===== config.mk =====
export PLATFORM = sky130hd
export DESIGN_NAME = pixel_scaler
export DESIGN_NICKNAME = d
export VERILOG_FILES = /design/src/rtl/pixel_scaler.sv
export SDC_FILE = /design/constraint.sdc
export NUM_CORES = 1
export LEC_CHECK = 0
export ABC_CLOCK_PERIOD_IN_PS = 4300
export CAP_MARGIN = 20
export CORE_AREA = 2 2 88 90
export DETAILED_ROUTE_END_ITERATION = 16
export DIE_AREA = 0 0 90 92
export DONT_BUFFER_PORTS = 1
export SLEW_MARGIN = 10
export SYNTH_ARGS = -nofsm -noshare
export SYNTH_HDL_FRONTEND = slang
export SYNTH_SLANG_ARGS = --single-unit

===== constraint.sdc =====
create_clock -name clk_25mhz -period 4.3 [get_ports clk_25mhz]
set_clock_uncertainty 0.05 [all_clocks]
set_input_delay 0.645 -clock clk_25mhz [delete_from_list [all_inputs] [get_ports clk_25mhz]]
set_output_delay 0.645 -clock clk_25mhz [all_outputs]
set_load 0.02 [all_outputs]

===== src/rtl/pixel_scaler.sv =====
// Maps physical VGA counters onto a logical, integer-scaled framebuffer grid.
// Horizontal and vertical positions come from counters, not dividers, and
// every output is registered one clock after its h/v sample.
module pixel_scaler #(
  parameter int PHYS_W = 640,
  parameter int PHYS_H = 480,
  parameter int XW     = 10,
  parameter int YW     = 9
)(
  input  logic          clk_25mhz,
  input  logic          reset,
  input  logic [9:0]    h_count,
  input  logic [9:0]    v_count,
  input  logic          display_enable,
  input  logic [1:0]    mode_sel,
  output logic [XW-1:0] logical_x,
  output logic [YW-1:0] logical_y,
  output logic          in_display_area,
  output logic          pixel_advance,
  output logic          line_repeat,
  output logic          frame_start,
  output logic [1:0]    active_mode
);

  logic [XW-1:0] x_q, cx;
  logic [YW-1:0] y_q, cy;
  logic [1:0]    rx_q, crx, ry_q, cry;
  logic          synced, c_synced, c_in;
  logic          frame, line_start, h_win, v_win;
  logic [1:0]    eff_mode, sh, s_m1;
  logic [10:0]   lw, lh, h_off, v_off, h_end, v_end, h_ext, v_ext;

  // The frame-start sample already uses the newly requested mode.
  assign frame      = (h_count == 10'd0) && (v_count == 10'd0);
  assign line_start = (h_count == 10'd0);
  assign eff_mode   = frame ? mode_sel : active_mode;
  assign h_ext      = {1'b0, h_count};
  assign v_ext      = {1'b0, v_count};

  // Mode table: logical size, log2 of scale, and window offsets.
  always_comb begin
    lw = 11'd320; lh = 11'd200; sh = 2'd1; h_off = 11'd0; v_off = 11'd40;
    case (eff_mode)
      2'd0: begin lw = 11'd320;    lh = 11'd200;    sh = 2'd1; v_off = 11'd40; end
      2'd1: begin lw = 11'd320;    lh = 11'd240;    sh = 2'd1; v_off = 11'd0;  end
      2'd2: begin lw = 11'(PHYS_W); lh = 11'(PHYS_H); sh = 2'd0; v_off = 11'd0;  end
      default: begin lw = 11'd160; lh = 11'd100;    sh = 2'd2; v_off = 11'd40; end
    endcase
  end

  assign s_m1  = (sh == 2'd0) ? 2'd0 : (sh == 2'd1) ? 2'd1 : 2'd3;
  assign h_end = h_off + (lw << sh);
  assign v_end = v_off + (lh << sh);
  assign h_win = (h_ext >= h_off) && (h_ext < h_end);
  assign v_win = (v_ext >= v_off) && (v_ext < v_end);

  // Horizontal counter: restart at the window edge, step rx, carry into x.
  // Outside the window the counters hold, so x never passes W-1.
  always_comb begin
    cx  = x_q;
    crx = rx_q;
    if (h_ext == h_off) begin
      cx  = '0;
      crx = 2'd0;
    end else if (h_win) begin
      if (rx_q == s_m1) begin
        crx = 2'd0;
        cx  = x_q + XW'(1);
      end else begin
        crx = rx_q + 2'd1;
      end
    end
  end

  // Vertical counter: only advances on the first pixel of each line.
  always_comb begin
    cy  = y_q;
    cry = ry_q;
    if (line_start) begin
      if (v_ext == v_off) begin
        cy  = '0;
        cry = 2'd0;
      end else if (v_win) begin
        if (ry_q == s_m1) begin
          cry = 2'd0;
          cy  = y_q + YW'(1);
        end else begin
          cry = ry_q + 2'd1;
        end
      end
    end
  end

  // Vertical alignment is only trusted once a window-top line start is seen.
  assign c_synced = synced | (line_start && (v_ext == v_off));
  assign c_in     = c_synced & display_enable & h_win & v_win;

  // Register counter state and all outputs; coordinates read 0 off-window.
  always_ff @(posedge clk_25mhz or negedge reset) begin
    if (!reset) begin
      x_q             <= '0;
      rx_q            <= 2'd0;
      y_q             <= '0;
      ry_q            <= 2'd0;
      synced          <= 1'b0;
      active_mode     <= 2'd0;
      logical_x       <= '0;
      logical_y       <= '0;
      in_display_area <= 1'b0;
      pixel_advance   <= 1'b0;
      line_repeat     <= 1'b0;
      frame_start     <= 1'b0;
    end else begin
      x_q             <= cx;
      rx_q            <= crx;
      y_q             <= cy;
      ry_q            <= cry;
      synced          <= c_synced;
      active_mode     <= eff_mode;
      logical_x       <= c_in ? cx : '0;
      logical_y       <= c_in ? cy : '0;
      in_display_area <= c_in;
      pixel_advance   <= c_in && (crx == 2'd0);
      line_repeat     <= c_in && (cry != 2'd0);
      frame_start     <= frame;
    end
  end

endmodule


==> impl_metrics.tcl <==
set metrics [dict create \
    place_inst 381 \
    die_height_um 92 \
    max-slew-margin-rel_pct 52.76 \
    wire_per_inst_um 14.12 \
    crit_top_cell "or4_4" \
    via_per_inst 5.066 \
    io_pins 50 \
    synth_cells 261 \
    remaining_drc_errors 0 \
    cap_violations 0 \
    cpPeakStageDelay_ps 520 \
    ir_worst_vdd_v 0.0001224 \
    dpl.hpwl_mm 4.009 \
    grt_pass1_vias 2027 \
    ff2ff_setup_slack_ps 1150 \
    netlist-cell-type-count 52 \
    regArea_um2 1226 \
    clkSinkCount 49 \
    cts_made_buffers 5 \
    start_util_pct 36.56 \
    grt_first_pass_wirelength_mm 9.556 \
    gp_congestion 0.7972 \
    synth_compound_area_share_pct 11.31 \
    period_minus_slack_ps 3989 \
    setup_viol 0 \
    synth-seq-cells 49 \
    cp_max_fo 10 \
    end_kind "flop" \
    grt.total_usage_pct 14.20 \
    worst-setup-path-type "input port to flop" \
    multi_input_area_um2 1450 \
    synth_area_um2 2723 \
    path_cells "nor4_2 -> nand4_1 -> buf_4 -> or4_4 -> and2_4 -> inv_6 -> ha_1 -> nand2_1 -> mux2_4 -> ha_4 -> a221o_1 -> or2_4 -> or4_4 -> nor2b_2" \
    worst_path_max_delay_cell "or4_4" \
    ys_async_sr_fraction_pct 100.0 \
    grt.overflow.total 0 \
    h-tree-depth 2 \
    clk-insertion-delay-late_ps 310 \
    ys_top_cells_by_count "dfrtp_1 (49), nor2_1 (36), ha_1 (16), nand2_1 (16), xnor2_1 (13)" \
    firstDrtPassIters 4 \
    synth_edf_count 0 \
    antenna_found_initial 0 \
    nFillCells 745 \
    synth_top_family_by_area "simple AND/OR/NAND/NOR gates" \
    synth_top_area_cell "dfrtp_1" \
    crit_buf_inv 2 \
    yosys.area_share.simple_pct 23.25 \
    hold_path_class "input port to async pin" \
    p_leak_nw 1.365 \
    synthXorXnorAreaFrac_pct 6.756 \
    startpoint_type "input port" \
    drt_iter0_drc 68 \
    place_area_um2 3027 \
    seq_area_frac_synth_pct 45.04 \
    io_buffers 0 \
    drtAntennaViolNets 0 \
    muxShareOfSynthArea_pct 1.976 \
    fmax_mhz 250.7 \
    synth_area_leaders "dfrtp_1 (45%), ha_1 (7.4%), nor2_1 (5.0%), xnor2_1 (4.2%), xor2_1 (2.6%)" \
    area_growth_pct 16.45 \
    utilization_pct 42.57 \
    hold_violations 0 \
    instances_no_fill 391 \
    syn-num-nets 302 \
    critPathTopFamily "simple AND/OR/NAND/NOR gates" \
    finalMaxSlewViolations 0 \
    core_um2 7447 \
    cts.path.max_buffers 2 \
    arrival_ps 4180 \
    fp.dieW_um 90 \
    power_density_nw_per_um2 311.3 \
    yosysTopAreaCellShare_pct 45.04 \
    cts_tree "done" \
    drive_gt1_share_pct 28.37 \
    die_area_um2 8280 \
    via_count 1981 \
    wirelength_mm 5.521 \
    antenna_cells 0 \
    setup_tns_ps 0 \
    yosys.cell_count.top_type "dfrtp_1" \
    ctsRootBufferMaster "clkbuf_8" \
    worstPathRequired_ps 4490 \
    synth_fa_ha_area_share_pct 7.353 \
    synth.avg_cell_area_um2 10.43 \
    worstMarginPinSlew_ps 708.7 \
    nets 329 \
    fin_area_um2 3171 \
    rows 32 \
    synth_ff_type "dfrtp_1" \
    status "completed" \
    grt_start_max_net_pins 50 \
    cts.clk_slew.worst_paths_ps 100 \
    finalCritPeriodShare_pct 92.78 \
    yosys_warnings 0 \
]
==> layout make-up <==
type / instances / area share, %
Clock buffer: 5 / 2.170
Clock inverter: 3 / 0.6709
Inverter: 5 / 0.7498
Multi-Input combinational cell: 196 / 45.74
Sequential cell: 49 / 38.67
Tap cell: 102 / 4.025
Timing Repair Buffer: 31 / 7.972
==> flip-flops by register name (all words and copies together) (netlist names) <==
| register | cells |
|---|---|
| line_repeat | 1 |
| pixel_advance | 1 |
| logical_y | 9 |
| y_q | 9 |
| logical_x | 10 |
| rx_q | 2 |
| x_q | 10 |
| in_display_area | 1 |
| active_mode | 2 |
| frame_start | 1 |
| synced | 1 |
| ry_q | 2 |
==> report_power, final <==
group | internal [W] | switching [W]
sequential | 0.000489 | 0.0000389
combinational | 0.0000824 | 0.0000942
clock | 0.000116 | 0.000166
==> stage by stage <==
step | hold WS [ps] | worst slack [ps] | total power, W
6_report | 123.8 | 310.6 | 0.0009870
5_1_grt | 131.9 | -17.07 | 0.001055
4_1_cts | 128.5 | 133.1 | 0.001000
3_5_place_dp | 300.5 | -218.2 | 0.0006996
3_3_place_gp | 302.0 | -101.7 | 0.0006957
2_1_floorplan | 299.4 | -301.0 | 0.0006594
==> routing by layer <==
metal	track usage, %	wire [µm]	vias up
met1	18.47	2628	940
met2	22.99	2482	53
met4	5.000	87	0
met3	3.698	323	8
li1	-	-	980
met5	0	0	-
==> repair_timing <==
| item | 4_1_cts | 5_1_grt |
|---|---|---|
| gates resized for setup | 0 | 3 |
| endpoints found under the hold margin | 49 | 0 |
| setup buffers | 0 | 1 |
| endpoints found under the setup margin | 0 | 24 |
| hold buffers | 1 | 0 |
==> path summary, 6_finish.rpt <==
path | startpoint | to | depth (start not counted)
max | h_count[6] | logical_x[6] | 14
min in group clk_25mhz | v_count[3] | frame_start | 1
min reg2reg | synced | synced | 1
max in group asynchronous | reset | logical_y[6] | 1
min | reset | active_mode[0] | 1
max reg2reg | active_mode[1] | logical_x[6] | 12
==> logic make-up after synthesis <==
kind of cell,after synthesis
AO/OA/AOI/OAI,40
XOR/XNOR,21
adder cells (fa/ha/maj),16
buffers and inverters,16
flip-flops,49
multiplexers,5
AND/OR/NAND/NOR,114
==> cells in the final DEF (no fill, tap or decap), drive strengths merged, types with 2 or more instances in the layout <==
master	instances
a21boi	2
a21oi	13
and2	2
and3	3
and4	2
buf	31
clkbuf	5
dfrtp	49
ha	16
inv	6
mux2	3
mux2i	2
nand2	16
nand2b	2
nand3	7
nand4	5
nor2	36
nor2b	2
nor3	8
nor4	8
nor4b	2
o211ai	2
o21ai	15
or2	4
or3	7
or4	6
xnor2	13
xor2	8
No activity file was read; power rests on OpenSTA's default activity.
